File: src/rtl/seq_digit_detector_pkg.sv
// Shared definitions for the digit-sequence detector:
//   state_e    - detector FSM states
//   MODE_*     - values of the MODE parameter
//   cnt_width  - bit width needed to count 0..max_val inclusive
package seq_logic_pkg;

  typedef enum logic [1:0] {
    EMPTY = 2'd0,
    FILL  = 2'd1,
    FULL  = 2'd2,
    LOCK  = 2'd3
  } state_e;

  localparam int unsigned MODE_FREE = 0;
  localparam int unsigned MODE_LOCK = 1;

  function automatic int unsigned cnt_width(input int unsigned max_val);
    return (max_val < 2) ? 1 : $clog2(max_val + 1);
  endfunction

endpackage

File: src/rtl/seq_push_strobe.sv
// Push strobe: registers the level CE request and emits a single-cycle
// push on its rising edge, so a CE held for many clocks yields one push.
// Ports:
//   clk_i  - system clock, rising edge
//   rst_ni - asynchronous reset, active-low
//   ce_i   - push request level
//   push_o - CE & ~ce_q (one cycle per CE rising edge)
module seq_push_strobe (
  input  logic clk_i,
  input  logic rst_ni,
  input  logic ce_i,
  output logic push_o
);

  logic ce_q;

  // CE keeps being tracked through a synchronous clear so that a clear
  // never manufactures a spurious edge afterwards.
  always_ff @(posedge clk_i or negedge rst_ni) begin
    if (!rst_ni) ce_q <= 1'b0;
    else         ce_q <= ce_i;
  end

  assign push_o = ce_i & ~ce_q;

endmodule

File: src/rtl/seq_digit_detector.sv
// Digit-sequence shifter and pattern detector for the seven-segment path.
// Each CE rising edge shifts DAT_I into digit 0 of a DIGITS-deep register;
// the newest PAT_LEN digits are compared against PATTERN.
// Ports:
//   CLK, RST_N       - clock (rising edge), asynchronous active-low reset
//   CE               - push request level (edge detected internally)
//   CLR              - synchronous clear of digits, state and counter
//   DAT_I            - digit to push
//   DISP_SEQ         - digit register, digit i = [DW*i +: DW]
//   DISP_OFF         - bit i set while digit i has never been pushed
//   MATCH            - one-cycle pulse on a detected match
//   MATCH_CNT        - saturating match count
//   LOCKED           - high while held in LOCK (MODE = MODE_LOCK)
module seq_digit_detector
  import seq_logic_pkg::*;
#(
  parameter int unsigned          DIGITS  = 8,
  parameter int unsigned          DW      = 4,
  parameter int unsigned          PAT_LEN = 4,
  parameter logic [DW*PAT_LEN-1:0] PATTERN = 16'h220B,
  parameter int unsigned          MODE    = 0,
  parameter int unsigned          OVERLAP = 1,
  parameter int unsigned          CW      = 8
) (
  input  logic                 CLK,
  input  logic                 RST_N,
  input  logic                 CE,
  input  logic                 CLR,
  input  logic [DW-1:0]        DAT_I,
  output logic [DW*DIGITS-1:0] DISP_SEQ,
  output logic [DIGITS-1:0]    DISP_OFF,
  output logic                 MATCH,
  output logic [CW-1:0]        MATCH_CNT,
  output logic                 LOCKED
);

  localparam int unsigned SW = DW * DIGITS;
  localparam int unsigned PW = DW * PAT_LEN;
  localparam int unsigned NW = cnt_width(DIGITS);
  localparam logic [NW-1:0] FILL_MAX = NW'(DIGITS);
  localparam logic [NW-1:0] WIN_MAX  = NW'(PAT_LEN);

  state_e            state_q, state_d;
  logic [SW-1:0]     seq_q, seq_d, seq_shift;
  logic [DIGITS-1:0] off_q, off_d;
  logic              match_q, match_d;
  logic [CW-1:0]     cnt_q, cnt_d;
  logic              locked_q, locked_d;
  logic [NW-1:0]     fill_q, fill_d, fill_inc;
  logic [NW-1:0]     win_q, win_d, win_inc;
  logic              push;
  logic              hit;

  seq_push_strobe u_strobe (
    .clk_i  (CLK),
    .rst_ni (RST_N),
    .ce_i   (CE),
    .push_o (push)
  );

  always_comb begin
    seq_shift = {seq_q[SW-DW-1:0], DAT_I};
    fill_inc  = (fill_q == FILL_MAX) ? fill_q : fill_q + 1'b1;
    win_inc   = (win_q  == WIN_MAX)  ? win_q  : win_q  + 1'b1;
    // win only counts real pushes, so reset-zero digits can never
    // complete a window, even for an all-zero PATTERN.
    hit       = (seq_shift[PW-1:0] == PATTERN) && (win_inc >= WIN_MAX);

    state_d = state_q;
    seq_d   = seq_q;
    off_d   = off_q;
    match_d = 1'b0;
    cnt_d   = cnt_q;
    fill_d  = fill_q;
    win_d   = win_q;

    if (CLR) begin
      state_d = EMPTY;
      seq_d   = '0;
      off_d   = '1;
      cnt_d   = '0;
      fill_d  = '0;
      win_d   = '0;
    end else if (push && (state_q != LOCK)) begin
      seq_d  = seq_shift;
      off_d  = {off_q[DIGITS-2:0], 1'b0};
      fill_d = fill_inc;
      win_d  = win_inc;
      if ((state_q == EMPTY) || (state_q == FILL))
        state_d = (fill_inc == FILL_MAX) ? FULL : FILL;
      if (hit) begin
        match_d = 1'b1;
        if (cnt_q != '1) cnt_d = cnt_q + 1'b1;
        if (OVERLAP == 0) win_d = '0;
        if (MODE == MODE_LOCK) state_d = LOCK;
      end
    end

    locked_d = (state_d == LOCK);
  end

  always_ff @(posedge CLK or negedge RST_N) begin
    if (!RST_N) begin
      state_q  <= EMPTY;
      seq_q    <= '0;
      off_q    <= '1;
      match_q  <= 1'b0;
      cnt_q    <= '0;
      locked_q <= 1'b0;
      fill_q   <= '0;
      win_q    <= '0;
    end else begin
      state_q  <= state_d;
      seq_q    <= seq_d;
      off_q    <= off_d;
      match_q  <= match_d;
      cnt_q    <= cnt_d;
      locked_q <= locked_d;
      fill_q   <= fill_d;
      win_q    <= win_d;
    end
  end

  assign DISP_SEQ  = seq_q;
  assign DISP_OFF  = off_q;
  assign MATCH     = match_q;
  assign MATCH_CNT = cnt_q;
  assign LOCKED    = locked_q;

endmodule

File: config.mk
export PLATFORM = sky130hd
export DESIGN_NAME = seq_digit_detector
export DESIGN_NICKNAME = d
export VERILOG_FILES = /design/src/rtl/seq_digit_detector_pkg.sv /design/src/rtl/seq_push_strobe.sv /design/src/rtl/seq_digit_detector.sv
export SDC_FILE = /design/constraint.sdc
export NUM_CORES = 1
export LEC_CHECK = 0
export BUFFER_PORTS_ARGS = -buffer_cell sky130_fd_sc_hd__buf_4
export CORE_MARGIN = 2
export CORE_UTILIZATION = 35
export CTS_BUF_LIST = sky130_fd_sc_hd__clkbuf_4
export DETAILED_ROUTE_END_ITERATION = 16
export PLACE_DENSITY_LB_ADDON = 0.15
export RECOVER_POWER = 100
export SLEW_MARGIN = 20
export SYNTH_ARGS = -nofsm -noshare
export SYNTH_HDL_FRONTEND = slang
export SYNTH_SLANG_ARGS = --single-unit
File: constraint.sdc
create_clock -name CLK -period 2.57 [get_ports CLK]
set_input_delay 0.1285 -clock CLK [delete_from_list [all_inputs] [get_ports CLK]]
set_output_delay 0.1285 -clock CLK [all_outputs]
set_load 0.03 [all_outputs]
==> out/metrics.csv <==
stage;metric;value;unit
clocking;insertion_delay;0.39;ns
synth;synth-adder-area-share;2.23;%
clocking;post_cts.repair.setup_buffers;0;
detailed_routing;dr_total_vias;2364;
floorplanning;num_rows;32;
finish;post_route_cells_drive_above_1_share;10.2;%
clocking;cts.clk_slew.worst_paths;0.10;ns
run_status;violations;max-capacitance violations, max-slew violations;
worst_setup_path;setup.worst_path.class;reg2reg;
grt;via_count_of_the_first_global_routing_pass;2273;
finish;finalNetCount;380;
place;hpwlAfterDp;4.24;mm
synth;synthFlopType;dfrtp_1;
clocking;cts_max_path_buffers;2;
timing;finalCriticalPeriod;2.38;ns
timing;share_of_the_clock_period_used_by_the_worst_path;92.5;%
timing;slew_headroom;-2.86;%
hold_path;hold_end;LOCKED;
run;max-cap-violations;1;
clocking;ctsHtreeMaxLevel;3;
hold_path;hold_class;in2reg;
timing;final_total_negative_setup_slack;0;ns
synth;ffs_w_async_s_r_synth;100;%
clocking;cts_tree;built;
finish;stdcell_area;3350;sq um
power_and_ir_drop;leakagePower;1.37;nW
detailed_routing;routedWlPerCell;13.9;microns
finish;syn_to_final_growth;19.0;%
grt;grt_start_max_net_pins;64;
grt;grt.total_usage;15.8;%
timing;fmax;0.421;GHz
power_and_ir_drop;power_density;542;nW/um^2
finish;final_core_utilization;43.1;%
grt;grt_first_pass_wirelength;11.0;mm
timing;slew_viol_final;62;
clocking;clockRootBuffer;clkbuf_4;
detailed_routing;via_per_inst;4.99;
synth;synth.cell_area;2810;sq um
worst_setup_path;crit_path_leading_delay_family;simple AND/OR/NAND/NOR gates;
grt;grt_overflow_total;0;
worst_setup_path;worstPathCellList;inv_1, ha_1, a211o_1, a21oi_1, or4_1, nor4_2, mux2_1;
timing;setup_viol;0;
synth;synth-seq-cells;61;
worst_setup_path;start_kind;flop;
clocking;numCtsBuffers;9;
synth;yosys.area_share.xor_xnor;1.56;%
synth;synth.lib_cells_used.distinct;36;
place;gp_routability_congestion;0.809;
timing;grt_setup_unrepaired;false;
synth;synth-compound-area-share;10.4;%
synth;post_synthesis_simple_gate_area_fraction;26.3;%
worst_setup_path;worst-path-buf-inv;1;
place;port_buffers;57;
worst_setup_path;timing.rr.start;win_q[0];
detailed_routing;drtIter0Drc;148;
run_status;run_status;finished, violations left;
synth;synth_edf_count;0;
worst_setup_path;crit_path_top_delay_cell;or4_1;
timing;worst_clock_skew;0.0137;ns
worst_setup_path;crit_path_largest_cell_delay;0.70;ns
floorplanning;floorplan.initialDensity;36.2;%
worst_setup_path;worst_ep_required;2.84;ns
synth;post_synth_inst_count;306;
worst_setup_path;critical_path_arrival;2.65;ns
floorplanning;core_area;7770;sq um
detailed_routing;drt_first_pass_iters;4;
hold_path;hold_depth;2;
power_and_ir_drop;worst_vdd_drop;0.243;mV
worst_setup_path;crit-reg2reg-capture;MATCH_CNT[7];
synth;postSynthNetCount;319;
synth;synth.mux.area_fraction;1.56;%
worst_setup_path;r2r.worst_path.cells;7;
synth;combinational_family_with_the_most_area_after_synthesis;simple AND/OR/NAND/NOR gates;
synth;synth.yosys.seq_area_share;54.7;%
clocking;number_of_clock_sinks;61;
place;placedInstanceArea;3350;sq um
worst_setup_path;register_to_register_setup_slack;0.19;ns
worst_setup_path;critical_path_peak_fanout;9;
grt;number_of_antenna_violations_at_the_first_check_in_global_routing;0;
floorplanning;dieWidth;93.6;microns
worst_setup_path;worst_setup_path_end_kind;flop;
timing;worst-slew-pin-transition;1.54;ns
synth;yosysWarnings;0;
synth;post_synthesis_area_per_instance;9.19;sq um
detailed_routing;ant_nets;0;
hold_path;hold_path_startpoint;CLR;
finish;insertedDiodeCount;0;
floorplanning;io_pins;58;
timing;timing_hold_violations_final;0;
floorplanning;die-area;8770;sq um
detailed_routing;route.detailed.drc;0;
detailed_routing;detail_route.wirelength;6.59;mm
floorplanning;die_h;93.6;microns
## routing by layer
metal	share of wire (%)	up-vias	routed length, microns	GRT usage (%)
li1	-	1157	-	-
met1	49	1144	3220	21.8
met2	45	54	2950	24.3
met3	4.8	9	319	3.38
met4	1.5	0	102	6.28
met5	0	-	0	0
## how the worst max path moves through the flow
stage / from / to / cells past startpoint
4_1_cts: win_q[0] / MATCH_CNT[7] / 7
3_5_place_dp: win_q[0] / MATCH_CNT[7] / 7
5_1_grt: win_q[0] / MATCH_CNT[7] / 7
6_report: win_q[0] / MATCH_CNT[7] / 7
3_3_place_gp: win_q[0] / MATCH_CNT[7] / 7
2_1_floorplan: DISP_SEQ[10] / MATCH_CNT[7] / 6
## where the power goes
group / switching, mW / total (mW) / internal (mW) / leakage [nW]
logic: 0.115 / 0.166 / 0.0503 / 0.490
registers: 0.0172 / 0.998 / 0.981 / 0.811
clock network: 0.361 / 0.651 / 0.289 / 0.0654
## cells in the mapped netlist, types with 2 or more instances
cell type	count	area (sq um)
nand3_1	7	35.0
nand4b_1	3	26.3
mux2_1	3	33.8
xor2_1	2	17.5
nand4_1	3	18.8
or4_1	2	15.0
and4bb_2	2	25.0
dfstp_2	8	210
nor2b_1	4	25.0
a211oi_1	3	22.5
clkbuf_1	16	60.1
nor4b_1	3	26.3
nor2_1	16	60.1
nand2b_1	2	12.5
nand3b_1	7	52.6
nor3_1	4	20.0
dfrtp_1	53	1330
xnor2_1	3	26.3
o21ai_0	6	30.0
inv_1	6	22.5
nand2_1	90	338
or3_1	3	18.8
ha_1	5	62.6
a21oi_1	43	215
## per-stage QoR
stage / instances / hold WS [ns] / setup slack (ns) / total power [mW]
2_1_floorplan: 306 / -0.167 / 0.340 / 1.12
3_3_place_gp: 452 / 0.255 / 0.298 / 1.19
3_5_place_dp: 452 / 0.258 / 0.218 / 1.19
4_1_cts: 474 / 0.237 / 0.203 / 1.86
5_1_grt: 474 / 0.274 / 0.0502 / 1.90
6_report: 474 / 0.243 / 0.194 / 1.81
## state kept, by name, indices dropped and copies added (netlist names)
signal,flops
DISP_OFF,8
DISP_SEQ,32
LOCKED,1
MATCH,1
MATCH_CNT,8
fill_q,4
state_q,2
u_strobe.ce_q,1
win_q,4
## cell type report
| type | instances | area (sq um) |
|---|---|---|
| Clock buffer | 9 | 67.6 |
| Clock inverter | 7 | 66.3 |
| Inverter | 6 | 22.5 |
| Tap cell | 102 | 128 |
| Fill cell | 849 | 4420 |
| Multi-Input combinational cell | 222 | 1180 |
| Timing Repair Buffer | 67 | 342 |
| Sequential cell | 61 | 1540 |
## worst register-to-register path, cell delays in order (launching register included)
cell,delay [ns]
dfrtp_1,0.43
inv_1,0.11
ha_1,0.19
a211o_1,0.12
a21oi_1,0.07
or4_1,0.70
nor4_2,0.29
mux2_1,0.34
## layout by cell type (no fill, tap or decap), types with 2 or more instances in the layout
cell	n
a21oi_1	42
xnor2_1	3
nor4b_1	3
xor2_1	2
nand4_1	3
a211oi_1	3
o21ai_0	6
clkbuf_2	3
clkbuf_1	45
clkinvlp_4	3
ha_1	5
clkinv_2	2
or3_1	3
inv_1	6
nand2b_1	2
nor3_1	4
or4_1	2
clkbuf_4	9
mux2_1	3
dfrtp_1	53
dlygate4sd3_1	6
dfstp_2	2
buf_4	13
nor2_1	16
dfstp_1	6
nor2b_1	4
nand3b_1	7
and4bb_2	2
nand3_1	7
nand4b_1	3
nand2_1	90
## repair_timing
item                                    4_1_cts  5_1_grt
endpoints found under the setup margin        0        0
gates resized for setup                       0        0
hold endpoints to repair                     58        0
hold buffers                                  6        0
## logic make-up after synthesis
group                      after synthesis
AOI/OAI and AO/OA                       55
xor gates and xnor gates                 5
adders and majority gates                5
buffers and inverters                   23
DFF                                     61
muxes                                    4
and+or+nand+nor                        153
No activity file was read; power rests on OpenSTA's default activity.
